<file path="config.mk">
export PLATFORM = sky130hd
export DESIGN_NAME = rd_ptr_empty
export DESIGN_NICKNAME = d
export VERILOG_FILES = /design/src/rtl/rd_ptr_empty.sv
export SDC_FILE = /design/constraint.sdc
export NUM_CORES = 1
export LEC_CHECK = 0
export ABC_CLOCK_PERIOD_IN_PS = 4880
export BUFFER_PORTS_ARGS = -buffer_cell sky130_fd_sc_hd__buf_2
export CAP_MARGIN = 10
export CORE_MARGIN = 2
export CORE_UTILIZATION = 55
export CTS_BUF_LIST = sky130_fd_sc_hd__clkbuf_16
export DETAILED_ROUTE_END_ITERATION = 8
export PLACE_DENSITY = 0.8
export SLEW_MARGIN = 20
export SYNTH_ARGS = -nofsm -noshare
export SYNTH_HDL_FRONTEND = slang
export SYNTH_SLANG_ARGS = --single-unit
</file>
<file path="constraint.sdc">
create_clock -name clk_in -period 4.88 [get_ports clk_in]
set_input_delay 0.976 -clock clk_in [delete_from_list [all_inputs] [get_ports clk_in]]
set_output_delay 0.976 -clock clk_in [all_outputs]
set_load 0.05 [all_outputs]
</file>
<file path="src/rtl/rd_ptr_empty.sv">
// Read-side pointer and empty-flag controller for a dual-clock FIFO.
// Optional sticky underflow flag is enabled by defining RD_UNDERFLOW_EN.
module rd_ptr_empty #(
    parameter int unsigned DEPTH       = 7,
    parameter int unsigned SYNC_STAGES = 2,   // legal values: 2 or 3
    parameter int unsigned AE_LEVEL    = 2
) (
    input  logic             clk_in,
    input  logic             reset,
    input  logic             rd_en,
    input  logic [DEPTH:0]   wr_ptr_wr,
    output logic [DEPTH:0]   rd_ptr_rd,
    output logic [DEPTH-1:0] rd_addr,
    output logic             rd_fire,
    output logic             empty,
    output logic             almost_empty,
    output logic [DEPTH:0]   rd_count,
    output logic             underflow
);

    localparam int unsigned PW = DEPTH + 1;

    logic [PW-1:0] sync_q [SYNC_STAGES];
    logic [PW-1:0] wsync;
    logic [PW-1:0] wbin;
    logic [PW-1:0] rd_bin;
    logic [PW-1:0] rd_bin_next;
    logic [PW-1:0] rd_gray_next;
    logic [PW-1:0] fill_next;

    function automatic logic [PW-1:0] gray2bin(input logic [PW-1:0] g);
        logic [PW-1:0] b;
        b[PW-1] = g[PW-1];
        for (int i = int'(PW) - 2; i >= 0; i--) begin
            b[i] = b[i+1] ^ g[i];
        end
        return b;
    endfunction

    // Plain flop chain bringing the Gray write pointer into the read domain.
    always_ff @(posedge clk_in or negedge reset) begin
        if (!reset) begin
            for (int i = 0; i < int'(SYNC_STAGES); i++) begin
                sync_q[i] <= '0;
            end
        end else begin
            sync_q[0] <= wr_ptr_wr;
            for (int i = 1; i < int'(SYNC_STAGES); i++) begin
                sync_q[i] <= sync_q[i-1];
            end
        end
    end

    assign wsync = sync_q[SYNC_STAGES-1];
    assign wbin  = gray2bin(wsync);

    assign rd_fire      = rd_en & ~empty;
    assign rd_bin_next  = rd_bin + PW'(rd_fire);
    assign rd_gray_next = (rd_bin_next >> 1) ^ rd_bin_next;
    assign fill_next    = wbin - rd_bin_next;
    assign rd_addr      = rd_bin[DEPTH-1:0];

    // Flags look ahead at the post-read pointer so the last read empties with no bubble.
    always_ff @(posedge clk_in or negedge reset) begin
        if (!reset) begin
            rd_bin       <= '0;
            rd_ptr_rd    <= '0;
            rd_count     <= '0;
            empty        <= 1'b1;
            almost_empty <= 1'b1;
        end else begin
            rd_bin       <= rd_bin_next;
            rd_ptr_rd    <= rd_gray_next;
            rd_count     <= fill_next;
            empty        <= (rd_gray_next == wsync);
            almost_empty <= (fill_next <= PW'(AE_LEVEL));
        end
    end

`ifdef RD_UNDERFLOW_EN
    // Sticky: records any read attempted while empty, cleared only by reset.
    always_ff @(posedge clk_in or negedge reset) begin
        if (!reset) begin
            underflow <= 1'b0;
        end else if (rd_en && empty) begin
            underflow <= 1'b1;
        end
    end
`else
    assign underflow = 1'b0;
`endif

endmodule

</file>
### Yosys cells after proc, flatten, opt, wreduce, memory -nomap -nowiden

Index checks and enable logic that the tools add are counted.

* input port bits: 11
* output and inout port bits: 27
* register bits: 42
* logic and storage cells: 21

* magnitude comparators: 1
* eq/ne operators: 1
* bitwise operators: 10
* add/subtract/negate cells: 2

Operators with widths (number)
* adder 8 x 1 -> 8 bit: 1
* equality test 8 bit: 1
* less-or-equal comparator 8 x 2 -> 1 bit, second input constant: 1
* subtractor 8 bit: 1
* XOR 7 x 8 -> 8 bit: 1
* XOR 1 bit: 7
* AND 1 bit: 1
* NOT 1 bit: 1

### Logic depth before layout (Yosys ltp)

* word-level depth: 9
* gate-level depth with buffers: 14
* depth with buffers taken out: 14

### Least setup slack after synthesis

Ideal clock, no wire load.

* kind: input port to flip-flop
* start point: input rd_en
* end point: register almost_empty
* required time: 4783 ps
* path slack: 790 ps
* stages on the path: 11
* setup time: 97 ps
* arrival time: 3993 ps
* buffers on the path: 0
* path through: nor2b_1 > ha_1 > ha_1 > xor2_2 > inv_1 > ha_1 > a21o_1 > a21oi_1 > xnor2_1 > a2111o_1 > nor4_1

* cells in the longest elaborated chain, start to end: 4

RTL lines
* from (decl): line 10 `input logic rd_en,`
* AND 1 bit: line 57 `assign rd_fire = rd_en & ~empty;`
* adder 8 x 1 -> 8 bit: line 58 `assign rd_bin_next = rd_bin + PW'(rd_fire);`
* net rd_bin_next[2]: line 27 `logic [PW-1:0] rd_bin_next;`
* subtractor 8 bit: line 60 `assign fill_next = wbin - rd_bin_next;`
* net fill_next[4]: line 29 `logic [PW-1:0] fill_next;`
* less-or-equal comparator 8 x 2 -> 1 bit: line 76 `almost_empty <= (fill_next <= PW'(AE_LEVEL));`
* to (signal assigned): line 76
* to (decl): line 16 `output logic almost_empty,`

The timed path passes the listed nets, and every way through them passes these cells.

### Worst setup path after layout

* start point: register sync_q, in the netlist wsync[7]
* end point: register almost_empty

* cells in the longest elaborated chain, start to end: 9

RTL lines
* from (decl): line 23 `logic [PW-1:0] sync_q [SYNC_STAGES];`
* from (signal, indexed assignment): line 49 `sync_q[i] <= sync_q[i-1];`
* XOR 1 bit * (3 in a row): line 35 `b[i] = b[i+1] ^ g[i];`
* XOR 1 bit (4 in a row): line 35
* subtractor 8 bit *: line 60
* net fill_next[4]: line 29
* less-or-equal comparator 8 x 2 -> 1 bit *: line 76

The timed path passes the listed nets; every way through them passes the cells marked *.

==> flow_metrics.py <==
metrics = {
    "setup_path": {
        "worst-setup-path-type": "flip-flop to flip-flop",
        "worst-r2r-setup-slack_ns": 1.35,
        "r2r-end": "almost_empty",
        "path_cells": "xor2_1 > xnor2_1 > xnor2_1 > xor2_1 > xnor2_1 > ha_1 > inv_1 > fa_1 > a21o_1 > a21oi_1 > xnor2_1 > a2111o_1 > nor4_1",
        "critPathTopFamily": "XOR/XNOR gates",
        "worstPathArrival_ns": 3.71,
        "cp.buffers_inverters": 1,
        "r2r-start": "wsync[7]",
        "path_max_fanout": 4,
        "crit_path_start_kind": "flip-flop",
        "crit_path_max_incr_delay_ns": 0.40,
        "required_ns": 5.06,
        "crit_start": "wsync[7]",
        "critPathSlowestCell": "xnor2_1",
        "critPathCaptureType": "flip-flop",
        "reg2regPathDepth": 13,
        "path_common_cell": "xnor2_1",
    },
    "logic_synthesis": {
        "synth_area_per_cell_um2": 13.1,
        "ys_ff_latch": 41,
        "yosysTopAreaCellShare_pct": 53.8,
        "synthFlopType": "dfrtp_1",
        "yosys-mux-area-fraction_pct": 1.10,
        "netlist_instances": 139,
        "synth_area_leaders": "dfrtp_1 (54%), xnor2_1 (10%), ha_1 (6.2%)",
        "yosys_warnings": 0,
        "synth-adder-area-share_pct": 7.31,
        "synth.most_common_cell": "dfrtp_1",
        "synth_xor_area_share_pct": 19.2,
        "netlist-cell-type-count": 33,
        "synth_compound_area_share_pct": 5.31,
        "yosys.area_share.simple_pct": 7.31,
        "synth_top_family_by_area": "XOR/XNOR gates",
        "synth_edf_count": 0,
        "yosysSeqAreaShare_pct": 56.7,
        "synth_fp_nets": 160,
        "synth_common_cells": "dfrtp_1 (39), xnor2_1 (21), inv_1 (12), xor2_1 (12), ha_1 (9)",
        "synthArstFlopShare_pct": 100,
        "syn_area_um2": 1820,
        "yosysTopAreaCell": "dfrtp_1",
    },
    "status": {
        "status": "finished clean",
    },
    "global_route": {
        "grtUsageMet1_pct": 21.8,
        "grt_pass1_vias": 1097,
        "grt_overflow_total": 0,
        "grt_max_degree": 42,
        "busiest_layer": "met2",
        "use_met2_pct": 32.5,
        "track_usage_pct": 19.4,
        "antenna_found_initial": 0,
        "grt_pass1_wl_um": 5010,
        "grt_use_met3_pct": 7.56,
    },
    "placement": {
        "place.gp.congestion": 0.775,
        "port_buffers": 36,
        "dp_hpwl_um": 2210,
        "dp.cells": 218,
    },
    "layout": {
        "final_nets": 202,
        "syn_to_final_growth_pct": 20.1,
        "final_cells": 226,
        "drive_above_1_share_pct": 26.9,
        "n_antenna_cell": 0,
    },
    "timing": {
        "period_needed_ns": 3.53,
        "relSlewSlack_pct": 43.8,
        "fin_skew_ns": 0.00674,
        "hold_viol_final": 0,
        "fin_setup_tns_ns": 0,
        "final-max-slew-violation-count": 0,
        "worstMarginPinSlew_ns": 0.843,
        "fmax_mhz": 284,
        "setup_viol": 0,
        "period_share_pct": 72.3,
        "grt_setup_unrepaired": "no",
    },
    "clocking": {
        "post_cts_buffers": 0,
        "cts_root_buffer": "clkbuf_16",
        "numClockSinks": 41,
        "holdBufCountCts": 0,
        "worstSkewPairLatency_ns": 0.28,
        "clk_pin_slew_ns": 0.05,
        "cts_tree": "done",
        "cts_buffer_depth": 2,
        "h-tree-depth": 2,
        "numCtsBuffers": 5,
        "cts_resized": 0,
    },
    "floorplan": {
        "rows": 20,
        "die_x_um": 61.5,
        "io_pins": 38,
        "core_um2": 3100,
        "initial_core_util_pct": 58.5,
        "dieArea_um2": 3780,
        "dieHeight_um": 61.5,
    },
    "routing": {
        "antenna_left": 0,
        "vias": 1130,
        "avgViaCountPerCell": 5.00,
        "drc_errors": 0,
        "drtIter0Drc": 42,
        "drt-pass1-iter-count": 4,
        "routed_wl_um": 3020,
        "routedWlPerCell_um": 13.4,
    },
    "min_path": {
        "min_path_cells": 0,
        "hold_path_class": "flip-flop to flip-flop",
        "min_to": "wsync[4]",
        "holdCritStartpoint": "sync_q[12]",
    },
    "flow_run": {
        "cap_viol_max_count": 0,
    },
}
## sequential cells by signal, summed over array words and instances, names as in the netlist
| register | flops |
|---|---|
| empty | 1 |
| wsync | 8 |
| rd_count | 8 |
| rd_bin | 8 |
| almost_empty | 1 |
| sync_q | 8 |
| rd_ptr_rd | 7 |
## layout make-up
| cell class | instances | area (µm²) |
|---|---|---|
| inverters | 12 | 45.0 |
| clock buffers | 5 | 125 |
| fillers | 241 | 923 |
| flip-flops and latches | 41 | 1030 |
| multi-input cells | 85 | 734 |
| well taps | 44 | 55.1 |
| repair buffers | 36 | 180 |
| clock inverters | 3 | 11.3 |
## worst register-to-register path, stage by stage (launching register included)
cell	delay (ns)
dfrtp_1	0.39
xor2_1	0.19
xnor2_1	0.40
xnor2_1	0.22
xor2_1	0.35
xnor2_1	0.17
ha_1	0.19
inv_1	0.05
fa_1	0.39
a21o_1	0.17
a21oi_1	0.21
xnor2_1	0.12
a2111o_1	0.40
nor4_1	0.18
## through the flow
stage | instance area, µm² | util [%] | hold slack, ns | setup WS, ns
2_1_floorplan | 1820 | - | 0.331 | 0.790
3_3_place_gp | 2040 | 65.8 | 0.332 | 1.34
3_5_place_dp | 2040 | 65.8 | 0.337 | 1.21
4_1_cts | 2180 | 70.2 | 0.349 | 1.32
5_1_grt | 2180 | 70.2 | 0.352 | 1.05
6_report | 2180 | 70.2 | 0.345 | 1.35
## worst max-delay path by stage
stage | end | depth (start not counted)
after detailed placement | almost_empty | 12
after global placement | almost_empty | 12
after CTS | almost_empty | 13
after global routing | almost_empty | 13
final | almost_empty | 13
after floorplan | almost_empty | 11
## cells by family after synthesis
kind of cell               after synthesis
DFF                                     41
xor gates and xnor gates                36
and+or+nand+nor                         22
AOI/OAI and AO/OA                       14
buffers and inverters                   13
adders and majority gates               10
muxes                                    2
other                                    1
## layer usage
metal / vias to the layer above / wire, µm
met3: 7 / 156
met1: 553 / 1180
li1: 537 / -
met2: 33 / 1610
met5: - / 0
met4: 0 / 67
## cell usage in the layout, fill, tap and decap left out, drive strengths merged, types with 4 or more instances in the layout
cell,Yosys,layout
dfrtp,39,39
buf,1,36
xnor2,22,22
inv,12,14
xor2,14,14
ha,9,9
nand3,6,6
a21oi,5,5
clkbuf,0,5
nor2,4,4
Power is not shown: default switching activity piles up to over one toggle a cycle in this logic, so the estimate is an artifact.
